===== config.mk =====
export PLATFORM = sky130hd
export DESIGN_NAME = ca_line_gen
export DESIGN_NICKNAME = d
export VERILOG_FILES = /design/src/rtl/ca_pkg.sv /design/src/rtl/ca_rule_word.sv /design/src/rtl/ca_line_gen.sv
export SDC_FILE = /design/constraint.sdc
export NUM_CORES = 1
export LEC_CHECK = 0
export CORE_MARGIN = 2
export CORE_UTILIZATION = 55
export CTS_CLUSTER_SIZE = 30
export DETAILED_ROUTE_END_ITERATION = 8
export PLACE_DENSITY = 0.81
export SETUP_SLACK_MARGIN = 0.1
export SYNTH_ARGS = -nofsm -noshare
export SYNTH_HDL_FRONTEND = slang
export SYNTH_HIERARCHICAL = 1
export SYNTH_SLANG_ARGS = --single-unit
export TNS_END_PERCENT = 100

===== constraint.sdc =====
create_clock -name clk -period 3 [get_ports clk]
set_clock_uncertainty 0.2 [all_clocks]
set_input_delay 0.45 -clock clk [delete_from_list [all_inputs] [get_ports clk]]
set_output_delay 0.45 -clock clk [all_outputs]
set_load 0.05 [all_outputs]

===== src/rtl/ca_pkg.sv =====
// rtl/ca_pkg.sv - shared state encoding, mode and rule constants for the CA line generator
package ca_pkg;

  localparam logic [2:0] ST_IDLE     = 3'd0;
  localparam logic [2:0] ST_PREFETCH = 3'd1;
  localparam logic [2:0] ST_STREAM   = 3'd2;
  localparam logic [2:0] ST_FLUSH    = 3'd3;
  localparam logic [2:0] ST_SEED     = 3'd4;
  localparam logic [2:0] ST_FIN      = 3'd5;

  typedef enum logic [2:0] {
    S_IDLE     = ST_IDLE,
    S_PREFETCH = ST_PREFETCH,
    S_STREAM   = ST_STREAM,
    S_FLUSH    = ST_FLUSH,
    S_SEED     = ST_SEED,
    S_FIN      = ST_FIN
  } state_t;

  localparam logic MODE_EVOLVE = 1'b0;
  localparam logic MODE_SEED   = 1'b1;

  localparam logic [7:0] RULE_90 = 8'd90;
  localparam logic [7:0] RULE_30 = 8'd30;

endpackage


===== src/rtl/ca_rule_word.sv =====
// rtl/ca_rule_word.sv - applies an elementary CA rule to one word given its outer neighbour bits
module ca_rule_word #(
  parameter int WORD_W = 16
) (
  input  logic              i_left,
  input  logic [WORD_W-1:0] i_word,
  input  logic              i_right,
  input  logic [7:0]        i_rule,
  output logic [WORD_W-1:0] o_word
);

  // bit 0 is leftmost, so the left neighbour sits below each bit in w_ext
  logic [WORD_W+1:0] w_ext;
  assign w_ext = {i_right, i_word, i_left};

  for (genvar i = 0; i < WORD_W; i++) begin : g_cell
    assign o_word[i] = i_rule[{w_ext[i], w_ext[i+1], w_ext[i+2]}];
  end

endmodule


===== src/rtl/ca_line_gen.sv =====
// rtl/ca_line_gen.sv - evolves or seeds one CA line between the two banks of a line RAM
// Build option CA_WRAP_EN: toroidal line edges; when undefined both edge neighbours are 0.
module ca_line_gen
  import ca_pkg::*;
#(
  parameter int WORD_W     = 16,
  parameter int LINE_WORDS = 64,
  parameter int ADDR_W     = 7
) (
  input  logic              clk,
  input  logic              rst,
  input  logic              start,
  input  logic              mode,
  input  logic [7:0]        rule,
  input  logic              direction,
  output logic              read,
  output logic [ADDR_W-1:0] raddr,
  input  logic [WORD_W-1:0] rdata,
  output logic              write,
  output logic [ADDR_W-1:0] waddr,
  output logic [WORD_W-1:0] wdata,
  output logic              busy,
  output logic              done
);

  localparam int IDX_W = ADDR_W - 1;
  localparam logic [IDX_W-1:0] LAST_IDX = IDX_W'(LINE_WORDS - 1);
  localparam int SEED_PIX = LINE_WORDS * WORD_W / 2;
  localparam logic [IDX_W-1:0] SEED_IDX = IDX_W'(SEED_PIX / WORD_W);
  localparam logic [WORD_W-1:0] SEED_BIT = WORD_W'(1) << (SEED_PIX % WORD_W);

  state_t            r_state;
  logic [7:0]        r_rule;
  logic              r_dir;
  logic [IDX_W-1:0]  r_ridx;
  logic [IDX_W-1:0]  r_widx;
  logic              r_left;
  logic              r_first;
  logic [WORD_W-1:0] r_cur;

  logic              w_edge_left;
  logic              w_edge_first;
  logic              w_right;
  logic [IDX_W-1:0]  w_ridx_nxt;
  logic [WORD_W-1:0] w_next;

`ifdef CA_WRAP_EN
  assign w_edge_left  = rdata[WORD_W-1];
  assign w_edge_first = rdata[0];
`else
  assign w_edge_left  = 1'b0;
  assign w_edge_first = 1'b0;
`endif

  // last word takes its right neighbour from the saved first bit, others from the word just read
  assign w_right    = (r_state == S_FLUSH) ? r_first : rdata[0];
  assign w_ridx_nxt = r_ridx + 1'b1;

  ca_rule_word #(.WORD_W(WORD_W)) u_rule (
    .i_left  (r_left),
    .i_word  (r_cur),
    .i_right (w_right),
    .i_rule  (r_rule),
    .o_word  (w_next)
  );

  function automatic logic [WORD_W-1:0] seed_word(input logic [IDX_W-1:0] idx);
    return (idx == SEED_IDX) ? SEED_BIT : '0;
  endfunction

  always_ff @(posedge clk or posedge rst) begin
    if (rst) begin
      r_state <= S_IDLE;
      r_rule  <= '0;
      r_dir   <= 1'b0;
      r_ridx  <= '0;
      r_widx  <= '0;
      r_left  <= 1'b0;
      r_first <= 1'b0;
      r_cur   <= '0;
      read    <= 1'b0;
      raddr   <= '0;
      write   <= 1'b0;
      waddr   <= '0;
      wdata   <= '0;
      busy    <= 1'b0;
      done    <= 1'b0;
    end else begin
      done <= 1'b0;
      case (r_state)
        S_IDLE: begin
          if (start) begin
            r_rule <= rule;
            r_dir  <= direction;
            busy   <= 1'b1;
            if (mode == MODE_SEED) begin
              write   <= 1'b1;
              waddr   <= {~direction, IDX_W'(0)};
              wdata   <= seed_word('0);
              r_widx  <= IDX_W'(1);
              r_state <= S_SEED;
            end else begin
              read    <= 1'b1;
              raddr   <= {direction, LAST_IDX};
              r_ridx  <= LAST_IDX;
              r_widx  <= '0;
              r_state <= S_PREFETCH;
            end
          end
        end
        S_PREFETCH: begin
          r_left  <= w_edge_left;
          r_ridx  <= w_ridx_nxt;
          raddr   <= {r_dir, w_ridx_nxt};
          r_state <= S_STREAM;
        end
        S_STREAM: begin
          r_cur <= rdata;
          if (r_ridx == '0) begin
            r_first <= w_edge_first;
          end else begin
            write  <= 1'b1;
            waddr  <= {~r_dir, r_widx};
            wdata  <= w_next;
            r_widx <= r_widx + 1'b1;
            r_left <= r_cur[WORD_W-1];
          end
          if (r_ridx == LAST_IDX) begin
            read    <= 1'b0;
            r_state <= S_FLUSH;
          end else begin
            r_ridx <= w_ridx_nxt;
            raddr  <= {r_dir, w_ridx_nxt};
          end
        end
        S_FLUSH: begin
          waddr   <= {~r_dir, r_widx};
          wdata   <= w_next;
          r_state <= S_FIN;
        end
        S_SEED: begin
          waddr  <= {~r_dir, r_widx};
          wdata  <= seed_word(r_widx);
          r_widx <= r_widx + 1'b1;
          if (r_widx == LAST_IDX) r_state <= S_FIN;
        end
        S_FIN: begin
          write   <= 1'b0;
          busy    <= 1'b0;
          done    <= 1'b1;
          r_state <= S_IDLE;
        end
        default: r_state <= S_IDLE;
      endcase
    end
  end

endmodule


## Word level (Yosys, flattened, before mapping)

Index checks and enable logic that the tools add are counted.

- $add $sub $neg: 2
- Magnitude comparators: 16
- Equal/unequal tests: 15
- Multiplexer cells: 72
- Bitwise operators: 2
- Reductions and logical operators: 21

Operators with widths:

| operator | count |
|---|---|
| $lt 3x4->1 const B | 16 |
| $pmux 16 s4 | 1 |
| $bmux 1 s3 | 16 |
| $mux 16 | 3 |
| $mux 7 | 6 |
| $pmux 7 s3 | 2 |
| $pmux 6 s3 | 2 |
| $mux 6 | 5 |
| $mux 1 | 28 |
| $reduce_and 4->1 | 5 |
| $eq 6x6->1 const B | 3 |
| $pmux 3 s5 | 1 |
| $ne 2x2->1 const B | 7 |
| $add 6x1->6 const B | 2 |
| $mux 3 | 4 |
| $reduce_bool 3->1 | 4 |
| $eq 3x2->1 const B | 2 |
| $eq 3x3->1 const B | 2 |
| $logic_not 6->1 | 1 |
| $pmux 1 s2 | 3 |
| $reduce_and 2->1 | 3 |
| $reduce_and 3->1 | 2 |
| $reduce_bool 2->1 | 3 |
| $reduce_bool 4->1 | 1 |
| 5 further kinds | 6 |

- Register bits: 75
- Input port bits: 29
- Output and inout port bits: 34
- Logic and storage cells: 142

## Depth between registers and ports, before layout

Gate-level depths: netlist of the first run.

- Word-level depth: 6
- Mapped depth: 8
- Mapped depth without buffers: 7

## By module

Netlist of the first run, hierarchy kept.

By module, submodules not included:

| module | times used | cells each | area an instance (um^2) | sequential area each (um^2) |
|---|---|---|---|---|
| ca_line_gen | 1 | 275 | 3170.5 | 1726.7 |
| ca_rule_word | 1 | 152 | 1081.0 | 0.0 |

## Worst setup path after synthesis of the first run

OpenSTA, ideal clock, no wires.

- Kind: flip-flop to flip-flop
- Start point: register raddr[0] (netlist name)
- End point: register waddr[0]
- Library setup time: 0.120 ns
- Arrival time: 1.891 ns
- Data required time: 2.680 ns
- Path slack: 0.789 ns
- Cell stages (with the launch flop): 8
- Buffers on the path: 1
- Period minus slack after synthesis: 2.211 ns
- Path through: dfrtp_1 > inv_1 > ha_1 > nor2b_1 > a31o_2 > clkbuf_1 > and3_1 > a31o_2

RTL lines:

| what | RTL line | text |
|---|---|---|
| end signal: assignment | ca_line_gen.sv:98 | `waddr <= {~direction, IDX_W'(0)};` |
| end signal: assignment | ca_line_gen.sv:123 | `waddr <= {~r_dir, r_widx};` |
| end signal: assignment | ca_line_gen.sv:137 | `waddr <= {~r_dir, r_widx};` |
| end: declaration | ca_line_gen.sv:20 | `output logic [ADDR_W-1:0] waddr,` |

## Worst setup path in the final report of the first run

- Start point: register raddr[2]
- End point: output port raddr[2]

RTL lines:

| what | RTL line | text |
|---|---|---|
| start: declaration | ca_line_gen.sv:17 | `output logic [ADDR_W-1:0] raddr,` |
| start signal: assignment | ca_line_gen.sv:104 | `raddr <= {direction, LAST_IDX};` |
| start signal: assignment | ca_line_gen.sv:114 | `raddr <= {r_dir, w_ridx_nxt};` |
| start signal: assignment | ca_line_gen.sv:133 | `raddr <= {r_dir, w_ridx_nxt};` |

No word-level cell between the ends.

==> flow_metrics.env, run 1 <==
export IMPL_power_density_mw_per_mm2=1120
export IMPL_synth_distinct_cells=51
export IMPL_pwr_share_seq=0.359
export IMPL_rsz0062_at_grt="no"
export IMPL_synth_flop_cell="dfrtp_1"
export IMPL_period_share=0.774
export IMPL_hpwl_mm=7.10
export IMPL_grt_first_pass_wirelength_mm=16.9
export IMPL_syn_nets=460
export IMPL_avgViaCountPerCell=6.25
export IMPL_crit_path_start_kind="flop"
export IMPL_clk_path_buf_depth=2
export IMPL_root_buffer="clkbuf_8"
export IMPL_cp_max_fo=8
export IMPL_tightest_slew_ns=0.767
export IMPL_die_x_um=91.9
export IMPL_peakVddDrop_uv=644
export IMPL_final_cells=583
export IMPL_start_util=0.559
export IMPL_cts_buffers_inserted=9
export IMPL_syn_cell_area_mm2=0.00425
export IMPL_post_route_util=0.666
export IMPL_cp_end_kind="primary output"
export IMPL_maxCapViolations=0
export IMPL_io_buffers=62
export IMPL_maxSlewViolCount=0
export IMPL_fin_crit_ns=2.32
export IMPL_ys_seq_area_frac=0.406
export IMPL_synth_edf_count=0
export IMPL_coreArea_mm2=0.00761
export IMPL_clkTransAtPathRegs_ns=0.07
export IMPL_dieArea_mm2=0.00845
export IMPL_clock_latency_ns=0.34
export IMPL_n_antenna_cell=0
export IMPL_power_leakage_nw=2.21
export IMPL_drc_errors=0
export IMPL_num_io_pins=63
export IMPL_critical_path_arrival_ns=1.67
export IMPL_drt_iter0_markers=554
export IMPL_die_height_um=91.9
export IMPL_antenna_found_initial=0
export IMPL_yosys_warnings=6
export IMPL_clkPwrFrac=0.127
export IMPL_crit_cells=1
export IMPL_area_growth_pct=19.2
export IMPL_drive_above_1_share=0.179
export IMPL_hold_ws_ns=0.307
export IMPL_grt_ovfl_total=0
export IMPL_hp_class="flop to flop"
export IMPL_first_pass_iters=5
export IMPL_cts_setup_buffers=0
export IMPL_swShare=0.479
export IMPL_critical_path_class="flop to primary output"
export IMPL_power_total_w=0.00567
export IMPL_maxSlewHeadroom=0.488
export IMPL_tritoncts="yes"
export IMPL_ys_seq_elements=69
export IMPL_comb_power_share=0.514
export IMPL_max_freq_mhz=431
export IMPL_ant_nets=0
export IMPL_status="finished clean"
export IMPL_cpMaxStageDelayCell="clkdlybuf4s50_1"
export IMPL_layout_nets=511
export IMPL_track_usage=0.250
export IMPL_fillers=616
export IMPL_synthArstFlopShare=1.00
export IMPL_timing_critical_path_buf_inv=1
export IMPL_totalNegativeSetupSlack_ns=0
export IMPL_internal_power_w=0.00295
export IMPL_hold_viol=0
export IMPL_cts_resized_gates=0
export IMPL_holdPathStages=1
export IMPL_cts_sinks=69
export IMPL_max_stage_delay_ns=0.86
export IMPL_rows=32
export IMPL_htreeDepth=3
export IMPL_setup_viol=0
export IMPL_reg2reg_depth=6
export IMPL_required_ns=2.35
export IMPL_num_vias=3646
export IMPL_postSynthAreaPerCell_um2=9.96
export IMPL_netlist_instances=427
export IMPL_wirelength_mm=10.2
export IMPL_path_cells="clkdlybuf4s50_1"
export IMPL_power_switching_w=0.00272
export IMPL_hold_buffers=0
export IMPL_routedWlPerCell_um=17.5
export IMPL_first_global_vias=3417
export IMPL_cp_top_family="buffers and inverters"
export IMPL_grt_max_degree=38
export IMPL_place_inst=569
export IMPL_place_congestion=0.869
[placed cells by master (no fill, tap or decap), types with 2 or more instances in the layout]
cell type / count
a31o_2: 23
nand2b_1: 16
a21boi_0: 2
nor2_1: 9
mux4_2: 4
nor2b_1: 18
nand3_1: 5
buf_4: 5
clkdlybuf4s50_1: 62
clkbuf_8: 10
nor4_1: 14
nor3_1: 4
o31ai_1: 4
inv_2: 6
nand2_1: 19
o22ai_1: 2
a211oi_1: 3
a21o_1: 4
and3_1: 41
dfrtp_1: 69
nor3b_1: 2
a21boi_1: 5
ha_1: 4
clkbuf_1: 2
inv_1: 27
a2111oi_0: 42
o21ai_0: 8
a21oi_1: 9
and2_1: 9
mux2_2: 29
[final timing paths]
check / slack, ns / from / endpoint
worst max-delay path: 0.68 / raddr[2] / raddr[2]
worst min-delay path: 0.31 / busy / busy
worst max register to register: 0.71 / r_state[1] / wdata[15]
worst min register to register: 0.31 / busy / busy
max in group asynchronous: 1.60 / rst / busy
min in group asynchronous: 0.37 / rst / r_rule[5]
[cell families (layout without fill, tap and decap cells)]
kind of cell / Yosys count / in the layout / share of synthesized area
xor gates and xnor gates: 2 / 2 / 0.00589
buffers and inverters: 61 / 115 / 0.0692
adders and majority gates: 4 / 4 / 0.0118
AOI/OAI and AO/OA: 114 / 114 / 0.214
muxes: 34 / 34 / 0.100
and+or+nand+nor: 143 / 143 / 0.193
DFF: 69 / 69 / 0.406
[final cells by class]
type / instances / area, um2 / area share
Clock buffer: 12 / 145 / 0.0286
Clock inverter: 2 / 35.0 / 0.00691
Inverter: 33 / 124 / 0.0244
Multi-Input combinational cell: 297 / 2230 / 0.440
Sequential cell: 69 / 1730 / 0.341
Tap cell: 102 / 128 / 0.0252
Timing Repair Buffer: 68 / 678 / 0.134
[synth_stat cells, drive strengths merged (9+ instances only)]
cell | instances | area (um2)
nand2b | 16 | 100
inv | 33 | 124
mux2 | 29 | 327
and2 | 9 | 56.3
and3 | 41 | 257
a21oi | 9 | 45.0
a2111oi | 42 | 368
o21ai | 9 | 45.0
a31o | 23 | 201
buf | 21 | 144
dfrtp | 69 | 1730
nand2 | 19 | 71.3
nor2b | 18 | 113
nor2 | 10 | 40.0
nor4 | 14 | 87.6
[through the flow]
step	setup slack, ns	cell area [um2]
global route	0.557	5070
finish	0.678	5070
floorplan	0.610	4250
CTS	0.672	5070
detailed placement	0.714	4890
global placement	0.772	4890
[state kept, by name (all words and copies together) (netlist names)]
| name | flops |
|---|---|
| r_cur | 16 |
| wdata | 16 |
| r_rule | 8 |
| raddr | 7 |
| waddr | 7 |
| r_widx | 6 |
| r_state | 3 |
| busy | 1 |
| done | 1 |
| r_dir | 1 |
| r_left | 1 |
| read | 1 |
| write | 1 |
[power groups by stage]
stage / combinational, W / clock (W) / sequential [W]
final: 0.00291 / 0.000719 / 0.00204
after floorplan: 0.00192 / 0 / 0.00214
after global placement: 0.00278 / 0 / 0.00200
after detailed placement: 0.00286 / 0 / 0.00202
after CTS: 0.00288 / 0.000732 / 0.00201
after global routing: 0.00312 / 0.000773 / 0.00212
[routing by layer]
layer	vias to the layer above	wire length (um)	GRT usage
met4	0	133	0.0983
li1	1715	-	-
met5	-	0	0
met1	1776	4810	0.368
met2	144	4640	0.374
met3	11	642	0.0386
Note: power is estimated with default switching activity, not from simulation.
==> run 2: changes to the inputs <==
Settings changed: CORE_UTILIZATION 55 to 50, PLACE_DENSITY 0.81 to 0.77.
Clock period 3 ns to 2.1 ns, I/O delays scaled along.
==> run 2 against run 1 <==
  * Register-to-register slack worse by 0.59 ns
  * Worst setup slack worse by 0.56 ns
  * Sequential share of layout area is 1.9 points lower
  * Design area is 6.3% higher
  * Wire length is 6.4% higher
  * Sequential cell count stayed put
  * Combinational power is 63% higher
  * Global-route usage is 0.48 points lower
  * Hold slack worse by 0.17 ns
  * Critical path depth is 3 higher
  * Critical path type is now flop to flop
  * Critical endpoint is now wdata[2]
==> flow_metrics.env, run 2 (synthesis results as in run 1) <==
export IMPL_n_antenna_cell=0
export IMPL_die_x_um=96.2
export IMPL_placed_area_mm2=0.00508
export IMPL_critical_path_arrival_ns=2.02
export IMPL_first_pass_iters=6
export IMPL_dieArea_mm2=0.00926
export IMPL_setup_viol=0
export IMPL_layout_nets=533
export IMPL_num_io_pins=63
export IMPL_cts_sinks=69
export IMPL_num_vias=3822
export IMPL_first_global_vias=3599
export IMPL_required_ns=2.14
export IMPL_seqCellArea_mm2=0.00173
export IMPL_cts_buffers_inserted=9
export IMPL_startpoint="r_rule[0]"
export IMPL_peakVddDrop_uv=980
export IMPL_reg_largest_list="r_cur (16), wdata (16), r_rule (8)"
export IMPL_routedWlPerCell_um=17.8
export IMPL_ant_nets=0
export IMPL_timing_rr_start="r_rule[0]"
export IMPL_r2r_end="wdata[2]"
export IMPL_start_util=0.517
export IMPL_place_inst=594
export IMPL_place_congestion=0.948
export IMPL_htreeDepth=3
export IMPL_root_buffer="clkbuf_8"
export IMPL_maxCapViolations=0
export IMPL_antenna_found_initial=0
export IMPL_track_usage=0.245
export IMPL_avgViaCountPerCell=6.27
export IMPL_drc_errors=0
export IMPL_area_growth_pct=26.7
export IMPL_rows=33
export IMPL_fin_crit_ns=1.98
export IMPL_power_leakage_nw=2.50
export IMPL_period_share=0.942
export IMPL_crit_path_start_kind="flop"
export IMPL_hold_ws_ns=0.138
export IMPL_power_total_w=0.00869
export IMPL_clk_path_buf_depth=2
export IMPL_final_common_cell="dfrtp_1"
export IMPL_status="finished clean"
export IMPL_critical_path_class="flop to flop"
export IMPL_tritoncts="yes"
export IMPL_coreArea_mm2=0.00822
export IMPL_hp_class="input pin to asynchronous set/reset pin"
export IMPL_post_route_util=0.656
export IMPL_grt_first_pass_wirelength_mm=17.4
export IMPL_clkTransAtPathRegs_ns=0.07
export IMPL_die_height_um=96.2
export IMPL_final_cells=610
export IMPL_clock_latency_ns=0.35
export IMPL_drive_above_1_share=0.271
export IMPL_tightest_slew_ns=0.660
export IMPL_cp_max_fo=10
export IMPL_max_freq_mhz=506
export IMPL_multi_input_area_mm2=0.00232
export IMPL_rsz0062_at_grt="yes"
export IMPL_grt_ovfl_total=0
export IMPL_maxSlewHeadroom=0.549
export IMPL_maxSlewViolCount=0
export IMPL_final_cell_mix="dfrtp_1, and3_1, a2111oi_0"
export IMPL_hpwl_mm=7.62
export IMPL_grt_max_degree=33
export IMPL_io_buffers=62
export IMPL_cts_setup_buffers=0
export IMPL_fillers=654
export IMPL_reg2reg_slack_ns=0.12
export IMPL_finish_instance_area_mm2=0.00539
export IMPL_power_density_mw_per_mm2=1610
export IMPL_hold_viol=0
export IMPL_drt_iter0_markers=387
export IMPL_cp_end_kind="flop"
export IMPL_hold_buffers=0
export IMPL_reg2reg_depth=4
export IMPL_wirelength_mm=10.9
## run 2: cell types whose count changed in the layout (fill, tap and decap cells not counted), sizes merged
cell	delta
clkdlybuf4s50	-34
buf	+28
dlygate4sd2	+26
dlymetal6s2s	+2
bufinv	+1
clkinv	+1
clkinvlp	+1
inv	-1
## run 2: cell type report
cell class / count / area share
Multi-Input combinational cell: 297 / 0.431
Clock inverter: 4 / 0.0130
Clock buffer: 12 / 0.0288
Inverter: 33 / 0.0237
Tap cell: 105 / 0.0244
Sequential cell: 69 / 0.322
Timing Repair Buffer: 90 / 0.157
## run 2: layer usage
| metal | GRT usage | share of wire | up-vias |
|---|---|---|---|
| met4 | 0.119 | 0.022 | 0 |
| met1 | 0.347 | 0.45 | 1852 |
| met2 | 0.365 | 0.46 | 184 |
| met5 | 0 | 0 | - |
| met3 | 0.0407 | 0.067 | 21 |
| li1 | - | - | 1765 |
## run 2: timing repair
item                                    4_1_cts  5_1_grt
pin swaps                                     1        4
resized for setup                            30       26
endpoints found under the setup margin       43       22
## run 2: per-stage QoR
stage	setup WS [ns]	TNS, ns
after global routing	0.0841	0
after global placement	0.0453	0
after CTS	0.101	0
final	0.122	0
after floorplan	0.112	0
after detailed placement	-0.0369	-0.0369
## run 2: how the worst max path moves through the flow
stage,depth (start not counted),slack (ns),endpoint
finish,4,0.12,wdata[2]
global route,6,0.08,wdata[15]
CTS,1,0.10,wdata[4]
detailed placement,6,-0.04,wdata[15]
global placement,5,0.05,raddr[6]
floorplan,5,0.11,raddr[4]
## run 2: power breakdown
group          switching [W]  leakage (nW)  internal, W
Sequential          0.000878         0.856      0.00184
Combinational        0.00272          1.52      0.00202
Clock               0.000500         0.116     0.000730
## run 2: worst max-delay path: stages (launching register included)
cell and delay [ns]:
dfrtp_1 0.52, nor2b_1 0.22, a2111oi_0 0.54, nor4_2 0.16, a31o_2 0.23
==> run 3: changes to the inputs <==
Settings changed: TNS_END_PERCENT 100 to unset.
==> results of run 3 <==
No change in the layout: final DEF, timing and power equal those of run 2.
